===== src/rtl/regfile_pkg.sv =====
// Shared defaults and types for the multi-port register file.
//   XLEN_DEF / NREGS_DEF : default data width and register count
//   reg_addr_t           : register address type for the default register count
//   addr_width()         : address width for a given register count (minimum 1)
package regfile_pkg;

  localparam int unsigned XLEN_DEF  = 32;
  localparam int unsigned NREGS_DEF = 32;
  localparam int unsigned AW_DEF    = $clog2(NREGS_DEF);

  typedef logic [AW_DEF-1:0] reg_addr_t;

  // Keeps the address width at least 1 bit for a degenerate single-register file.
  function automatic int unsigned addr_width(input int unsigned nregs);
    return (nregs > 1) ? $clog2(nregs) : 1;
  endfunction

endpackage


===== src/rtl/regfile_scoreboard.sv =====
// Per-register busy scoreboard with a registered busy count.
//   clk, rst           : clock, synchronous active-high reset
//   set_en, set_addr   : mark a register as having an in-flight producer
//   clr_en, clr_addr   : producer completed, clear the register's busy bit
//   busy_vec           : registered busy bit per register
//   busy_cnt           : registered popcount of busy_vec
module regfile_scoreboard
  import regfile_pkg::*;
#(
  parameter int unsigned NREGS    = NREGS_DEF,
  parameter bit          ZERO_REG = 1'b1,
  localparam int unsigned AW      = addr_width(NREGS)
) (
  input  logic             clk,
  input  logic             rst,
  input  logic             set_en,
  input  logic [AW-1:0]    set_addr,
  input  logic             clr_en,
  input  logic [AW-1:0]    clr_addr,
  output logic [NREGS-1:0] busy_vec,
  output logic [AW:0]      busy_cnt
);

  logic             set_ok;
  logic             clr_ok;
  logic [NREGS-1:0] set_hit;
  logic [NREGS-1:0] clr_hit;
  logic [NREGS-1:0] busy_nxt;
  logic             cnt_inc;
  logic             cnt_dec;

  // Out-of-range addresses and (optionally) r0 never touch the scoreboard.
  assign set_ok = set_en && (32'(set_addr) < NREGS) && !(ZERO_REG && (set_addr == '0));
  assign clr_ok = clr_en && (32'(clr_addr) < NREGS) && !(ZERO_REG && (clr_addr == '0));

  // One-hot decode of the set/clear targets.
  always_comb begin
    set_hit = '0;
    clr_hit = '0;
    for (int unsigned i = 0; i < NREGS; i++) begin
      set_hit[i] = set_ok && (set_addr == AW'(i));
      clr_hit[i] = clr_ok && (clr_addr == AW'(i));
    end
  end

  // Set is applied after clear so a new producer supersedes a completing one.
  assign busy_nxt = (busy_vec & ~clr_hit) | set_hit;

  // At most one bit rises and one bit falls per cycle, so the count moves by -1/0/+1.
  assign cnt_inc = |(set_hit & ~busy_vec);
  assign cnt_dec = |(clr_hit & busy_vec & ~set_hit);

  always_ff @(posedge clk) begin
    if (rst) begin
      busy_vec <= '0;
      busy_cnt <= '0;
    end else begin
      busy_vec <= busy_nxt;
      busy_cnt <= busy_cnt + (AW+1)'(cnt_inc) - (AW+1)'(cnt_dec);
    end
  end

endmodule


===== src/rtl/regfile_mp_sb.sv =====
// Multi-read-port integer register file with busy scoreboard.
//   clk, rst             : clock, synchronous active-high reset
//   rd_addr / rd_data    : NRD combinational read ports, packed per port
//   rd_busy              : per-port busy flag of the addressed register
//   wr_en/wr_addr/wr_data: writeback; also clears the register's busy bit
//   issue_en/issue_addr  : claims a register for an in-flight producer
//   busy_cnt             : registered count of busy registers
module regfile_mp_sb
  import regfile_pkg::*;
#(
  parameter int unsigned XLEN     = XLEN_DEF,
  parameter int unsigned NREGS    = NREGS_DEF,
  parameter int unsigned NRD      = 2,
  parameter bit          ZERO_REG = 1'b1,
  parameter bit          BYPASS   = 1'b1,
  localparam int unsigned AW      = addr_width(NREGS)
) (
  input  logic                clk,
  input  logic                rst,
  input  logic [NRD*AW-1:0]   rd_addr,
  output logic [NRD*XLEN-1:0] rd_data,
  output logic [NRD-1:0]      rd_busy,
  input  logic                wr_en,
  input  logic [AW-1:0]       wr_addr,
  input  logic [XLEN-1:0]     wr_data,
  input  logic                issue_en,
  input  logic [AW-1:0]       issue_addr,
  output logic [AW:0]         busy_cnt
);

  logic [XLEN-1:0]  regs [NREGS];
  logic [NREGS-1:0] busy_vec;
  logic             wr_ok;

  assign wr_ok = wr_en && (32'(wr_addr) < NREGS) && !(ZERO_REG && (wr_addr == '0));

  // Storage array; reset clears every register.
  always_ff @(posedge clk) begin
    if (rst) begin
      for (int unsigned i = 0; i < NREGS; i++) begin
        regs[i] <= '0;
      end
    end else if (wr_ok) begin
      regs[wr_addr] <= wr_data;
    end
  end

  regfile_scoreboard #(
    .NREGS    (NREGS),
    .ZERO_REG (ZERO_REG)
  ) u_scoreboard (
    .clk      (clk),
    .rst      (rst),
    .set_en   (issue_en),
    .set_addr (issue_addr),
    .clr_en   (wr_en),
    .clr_addr (wr_addr),
    .busy_vec (busy_vec),
    .busy_cnt (busy_cnt)
  );

  // Read muxes: reset / r0 / out-of-range read as zero, then bypass, then the array.
  for (genvar gi = 0; gi < NRD; gi++) begin : g_rd
    logic [AW-1:0]   addr;
    logic [XLEN-1:0] data;
    logic            busy;

    assign addr = rd_addr[gi*AW +: AW];

    always_comb begin
      data = '0;
      busy = 1'b0;
      if (!rst && !(ZERO_REG && (addr == '0)) && (32'(addr) < NREGS)) begin
        if (BYPASS && wr_en && (wr_addr == addr)) begin
          data = wr_data;
        end else begin
          data = regs[addr];
          busy = busy_vec[addr];
        end
      end
    end

    assign rd_data[gi*XLEN +: XLEN] = data;
    assign rd_busy[gi]              = busy;
  end

endmodule

===== config.mk =====
export PLATFORM = sky130hd
export DESIGN_NAME = regfile_mp_sb
export DESIGN_NICKNAME = d
export VERILOG_FILES = /design/src/rtl/regfile_pkg.sv /design/src/rtl/regfile_scoreboard.sv /design/src/rtl/regfile_mp_sb.sv
export SDC_FILE = /design/constraint.sdc
export NUM_CORES = 2
export LEC_CHECK = 0
export ABC_CLOCK_PERIOD_IN_PS = 3100
export BUFFER_PORTS_ARGS = -buffer_cell sky130_fd_sc_hd__buf_2
export CORE_UTILIZATION = 55
export DETAILED_ROUTE_END_ITERATION = 7
export PLACE_DENSITY = 0.73
export SYNTH_ARGS = -nofsm -noshare
export SYNTH_HDL_FRONTEND = slang
export SYNTH_HIERARCHICAL = 1
export SYNTH_SLANG_ARGS = --single-unit

===== constraint.sdc =====
create_clock -name clk -period 3.1 [get_ports clk]
set_input_delay 0.155 -clock clk [delete_from_list [all_inputs] [get_ports clk]]
set_output_delay 0.155 -clock clk [all_outputs]
set_load 0.02 [all_outputs]

Word-level counts from Yosys, hierarchy flattened
Memory sizes are Yosys's and may differ from the RTL's.
Index checks and enable logic that the tools add are counted.
{ "word_totals": {"register_bits": 38, "ram_bits": 1024, "input_bits": 56, "output_inout_bits": 72, "elab_cells": 181, "n_memories": 1} }
{ "memory_table": {"columns": ["memory", "words", "width", "rd", "rd_ports_with_merged_regs", "wr", "line", "rtl"], "rows": [
  ["regs", 32, 32, 2, 0, 32, "regfile_mp_sb.sv:31", "logic [XLEN-1:0] regs [NREGS];"]
]} }
{ "op_classes": {"add_sub_neg": 2, "n_lt_le_gt_ge": 2, "eq_ne": 64, "muxes": 20, "n_bitwise": 8, "reduce_logical": 82} }
{ "op_table": {"columns": ["op", "count"], "rows": [
  ["$eq A5 B5 Y1 const B", 32],
  ["$mux W32", 5],
  ["$and A32 B32 Y32", 4],
  ["$not A32 Y32", 3],
  ["$reduce_or A32 Y1", 3],
  ["$eq A5 B4 Y1 const B", 16],
  ["$logic_and A1 B1 Y1", 70],
  ["$eq A5 B3 Y1 const B", 8],
  ["$or A32 B32 Y32", 1],
  ["$eq A5 B2 Y1 const B", 4],
  ["$logic_not A5 Y1", 4],
  ["$lt A5 B6 Y1 const B", 2],
  ["$mux W1", 12],
  ["$bmux W1 S5", 2],
  ["$eq A5 B1 Y1 const B", 2],
  ["$eq A5 B5 Y1", 2],
  ["$add A6 B1 Y6", 1],
  ["$sub A6 B1 Y6", 1],
  ["$logic_not A1 Y1", 5],
  ["$mux W5", 1]
]} }

Longest topological paths before layout
{ "depth": {"ltp_word": 8, "depth_mapped": 17, "mapped_depth_nobuf": 15} }

Modules after synthesis
Netlist, hierarchy kept.
{ "by_module_without_submodules": {"columns": ["mod", "n_inst", "cells_per_inst", "area_each_um2", "seq_area_each_um2"], "rows": [
  ["regfile_mp_sb", 1, 3881, 55772.2, 30749.5],
  ["regfile_scoreboard", 1, 325, 2491.1, 760.7]
]} }

Worst setup path after synthesis
OpenSTA, ideal clock, no wires.
{ "synth_path": {"path_type": "in2reg", "from": "input issue_addr[4]", "to": "register u_scoreboard.busy_cnt[4]", "setup_time_ns": 0.128, "arrival_ns": 2.674, "t_required_ns": 2.972, "path_slack_ns": 0.299, "path_stages": 16, "n_path_buf": 1, "path_cell_list": "buf_2 nor2_1 nand2_1 a41oi_1 nand3_1 nor4_1 o311ai_1 ha_1 inv_1 ha_1 fa_1 a21oi_1 nor2_1 nor2_1 xor2_1 nor2_1"} }
{ "synth_between": {"elab_chain_cells": 8, "word_cells_on_any_way": 73, "cone_classes": "add/sub (2); eq/ne (31); bitwise (3); reduce/logical (37)"} }
{ "synth_rtl": {"columns": ["element", "line", "rtl"], "rows": [
  ["from (decl)", "regfile_mp_sb.sv:27", "input logic [AW-1:0] issue_addr,"],
  ["$logic_not A5 Y1", "regfile_scoreboard.sv:33, regfile_scoreboard.sv:41", null],
  ["$logic_not A1 Y1", "regfile_scoreboard.sv:33", "assign set_ok = set_en && (32'(set_addr) < NREGS) && !(ZERO_REG && (set_addr == '0));"],
  ["$logic_and A1 B1 Y1", "regfile_scoreboard.sv:33", null],
  ["$logic_and A1 B1 Y1", "regfile_scoreboard.sv:41", "set_hit[i] = set_ok && (set_addr == AW'(i));"],
  ["$and A32 B32 Y32 / $not A32 Y32 (equally long branches)", "regfile_scoreboard.sv:50, regfile_scoreboard.sv:51", null],
  ["$reduce_or A32 Y1 / $and A32 B32 Y32 (equally long branches)", "regfile_scoreboard.sv:50, regfile_scoreboard.sv:51", null],
  ["$add A6 B1 Y6 / $reduce_or A32 Y1 (equally long branches)", "regfile_scoreboard.sv:59, regfile_scoreboard.sv:51", null],
  ["$sub A6 B1 Y6 (*)", "regfile_scoreboard.sv:59", "busy_cnt <= busy_cnt + (AW+1)'(cnt_inc) - (AW+1)'(cnt_dec);"],
  ["to (signal assigned)", "regfile_scoreboard.sv:59", null],
  ["to (decl)", "regfile_scoreboard.sv:21", "output logic [AW:0] busy_cnt"]
]} }
Every way passes the cells marked *; elsewhere a longest branch is shown, timed or not.
A chain may end at the register's enable or synchronous reset.

==> summary.txt <==
Logic synthesis
  • Synth unique cells: 75
  • Async set-reset flop share out of synthesis: 0%
  • Largest cells by area after synthesis: edfxtp_1 53%, mux4_2 14%, and2_1 11%, mux2i_1 5.2%, clkbuf_1 2.0%
  • Register bit total from synthesis: ~1.1k
  • Post-synth top cells: 1024 x edfxtp_1, 1013 x and2_1, 371 x mux4_2
  • Syn. warnings: 6
  • Mapped Cells: about 4.2k
  • Cell taking the most area after synthesis: edfxtp_1
  • Average cell area after synthesis: between 10 and 15 µm²
  • Most common cell in the netlist: edfxtp_1
  • Most used flip-flop cell after synthesis: edfxtp_1
  • Number of flops mapped to enable cells by yosys: between 1k and 1.5k
  • Top-area cell type share of the netlist area: between 50% and 60%
  • Register area share after synthesis: roughly 54%
  • Post-Syn Area: 0.0583 mm²

Min path
  • Hold Crit Class: primary input to flip-flop

Timing
  • Max frequency: about 320 MHz
  • Setup TNS: 0 ns
  • Fin. Hold Viols: 0
  • Final Critical Period: 3.10 ns
  • RSZ-0062 raised after global routing: yes
  • Slew @ Worst Pin: ~0.9 ns
  • Slew Limit Headroom: around two fifths
  • Layout Skew: 0.0140 ns
  • Final setup fails: 0
  • Final period util: 100%
  • Pins over their slew limit: 0

Routing
  • Pre-antenna DRT Iters: 6
  • WL per Instance: 32.7 µm
  • DRC Markers: 0
  • ANT nets after route: 0
  • DRT Wirelength: between 150000 and 200000 µm
  • Detailed Route Iter0 Violations: about 5.9k
  • Via Count: 40.5k
  • Via density: just under 7

Placed design
  • DP Area: 0.0623 mm²
  • Port Buffer Count: approximately 130
  • GP Congestion: approximately 0.94
  • Detailed Place HPWL: 124000 µm

Power and ir drop
  • Leakage: approximately 24 nW
  • Pwr per Cell Area: between 500 and 600 mW/mm²
  • PnR Total Power: approximately 35 mW
  • Max VDD drop: between 500 and 600 µV

Final layout
  • Multi-input gate area: approximately 0.025 mm²
  • Fraction of final layout cells sized beyond drive strength 1: between 20 and 30%
  • NumNets Final: approximately 4.4k
  • Register area: around 0.032 mm²
  • Filler cell count: 7772
  • Area grow syn2layout: 14.1%
  • Final non-filler cell area: between 0.06 and 0.07 mm²

Global routing
  • Busiest grt layer: met2
  • Largest net degree at the start of global routing: 57
  • GRT Residual Overflow: 0
  • GR Util met2: 54.0%
  • First-pass GRT wire length: 275000 µm
  • Vias in the first global route: slightly below 40k
  • M1 GR Usage: around half
  • Met3 Use GR: just over 9%
  • Antenna violations before repair: 11
  • GRT Total Usage: between 30% and 40%

Clock tree
  • H-tree lvl count: 3
  • Max clock buf depth: 3
  • CTS sink count: 1062
  • Cell chosen for the clock root: clkbuf_16
  • Clock Pin Slew Worst Setup and Hold Paths: 0.06 ns
  • CTS tree: yes
  • Number of CTS-inserted buffers: between 100 and 150
  • Worst-Skew Late Latency: just over 0.7 ns

Setup path
  • Worst path required time: a little under 3 ns
  • Startpoint Class: flip-flop
  • Slowest stage delay, CP: about 0.56 ns
  • Crit-path max FO: 2
  • Cell chain of the critical path: mux4_2 > and2_1 > a211oi_1 > nor3_1 > a22o_1 > buf_2
  • Critical Path Sink Type: output pin
  • WP data arrival: about 3 ns
  • Critical path class: flip-flop to output pin
  • Slowest cell on crit path: a211oi_1

Die
  • Core Rows: about 120
  • Die H: ~330 µm
  • Die area: 0.107 mm²
  • DIE WIDTH: 327 µm
  • Ports: roughly 130
  • Initial core utilization: between 50% and 60%
  • Core area: about 0.11 mm²

Outcome
  • Status: completed

Job
  • Max Cap Violations: 0
state kept, by name, summed over array words and instances (netlist names):
| register | flops |
|---|---|
| u_scoreboard/busy_vec | 32 |
| regs | 1024 |
| u_scoreboard/busy_cnt | 6 |
critical path, delay by kind of cell, from the launching register on:
kind | cells | cell delay (ns)
compound gates | 2 | 0.83
mux | 1 | 0.48
flops | 1 | 0.40
simple gates | 2 | 0.35
buf+inv | 1 | 0.17
final cells by class:
cell class	instances	share of cell area, %
clock inverter	69	0.930
sequential	1062	47.4
multi-input combinational	2707	38.1
timing repair buffer	490	6.37
antenna	3	0.0113
inverter	10	0.0584
clock buffer	139	4.47
tap	1391	2.62
power breakdown:
part	total (mW)	internal [mW]	switching, mW	leakage (nW)
Combinational	4.96	2.06	2.91	12.1
Sequential	17.0	16.5	0.440	10.1
Clock	13.4	7.54	5.85	1.77
Total	35.3	26.1	9.19	24.0
metal layers:
metal / vias to the layer above / share of wire (%) / wire (µm)
met4: 16 / 4.7 / 9030
met3: 522 / 13 / 25100
met1: 20355 / 37 / 71000
li1: 16489 / - / -
met5: - / 0.048 / 92
met2: 3164 / 45 / 86800
timing repair:
item	in CTS	in global routing
buffers inserted	0	1
hold endpoints to repair	3	0
gates resized for setup	49	43
setup endpoints to repair	25	28
hold buffers	1	0
pin swaps	0	10
metrics by stage:
step | hold slack [ns] | util, % | std cells | setup slack (ns)
after detailed placement | 0.474 | 59.3 | 5658 | -0.377
final | 0.0381 | 63.2 | 5871 | 0.00136
after CTS | 0.00776 | 62.9 | 5867 | 0.000838
after global placement | 0.471 | 59.3 | 5658 | -0.363
after global routing | 0.0663 | 63.2 | 5868 | -0.0165
after floorplan | 0.353 | - | 4237 | 0.299
layout by cell type (no fill, tap or decap), drive strengths merged, types with 4 or more instances in the layout:
| master | Yosys | final |
|---|---|---|
| bufinv | 0 | 9 |
| a311oi | 9 | 9 |
| clkinvlp | 0 | 5 |
| o21ai | 22 | 22 |
| mux2i | 300 | 300 |
| nand3b | 4 | 4 |
| o221ai | 88 | 88 |
| nor4 | 4 | 4 |
| clkinv | 0 | 51 |
| or2 | 35 | 35 |
| nor2 | 91 | 91 |
| nand3 | 14 | 14 |
| and2 | 1014 | 1014 |
| o22ai | 43 | 43 |
| clkbuf | 318 | 140 |
| xnor2 | 4 | 4 |
| a2111oi | 35 | 35 |
| a21o | 4 | 4 |
| nor2b | 14 | 14 |
| o2111ai | 8 | 8 |
| inv | 10 | 14 |
| edfxtp | 1024 | 1024 |
| xor2 | 11 | 11 |
| nand4 | 24 | 24 |
| ha | 6 | 6 |
| nand2 | 95 | 95 |
| mux4 | 371 | 371 |
| buf | 140 | 488 |
| a211oi | 19 | 19 |
| nand2b | 10 | 10 |
| conb | 1 | 32 |
| nand4b | 7 | 7 |
| a22o | 94 | 94 |
| dfxtp | 38 | 38 |
| nor3 | 25 | 25 |
| a221oi | 6 | 6 |
| a21oi | 128 | 128 |
| mux2 | 60 | 60 |
| a22oi | 89 | 89 |
worst paths after layout:
path / start / endpoint / slack (ns) / cells past startpoint
max: regs[20][7] / rd_data[39] / 0.001 / 6
min: issue_addr[2] / u_scoreboard/busy_vec[16] / 0.04 / 5
max reg2reg: u_scoreboard/busy_vec[8] / u_scoreboard/busy_cnt[4] / 0.18 / 15
min reg2reg: u_scoreboard/busy_vec[0] / u_scoreboard/busy_vec[0] / 0.48 / 1
kinds of logic after synthesis:
kind of cell	Yosys count	synth area share (%)
muxes	731	20.7
xor gates and xnor gates	15	0.225
buffers and inverters	468	3.77
adders and majority gates	7	0.163
other	1	0.00644
and+or+nand+nor	1360	13.9
AOI/OAI and AO/OA	562	7.16
DFF	1062	54.1
Note: power is estimated with default switching activity, not from simulation.
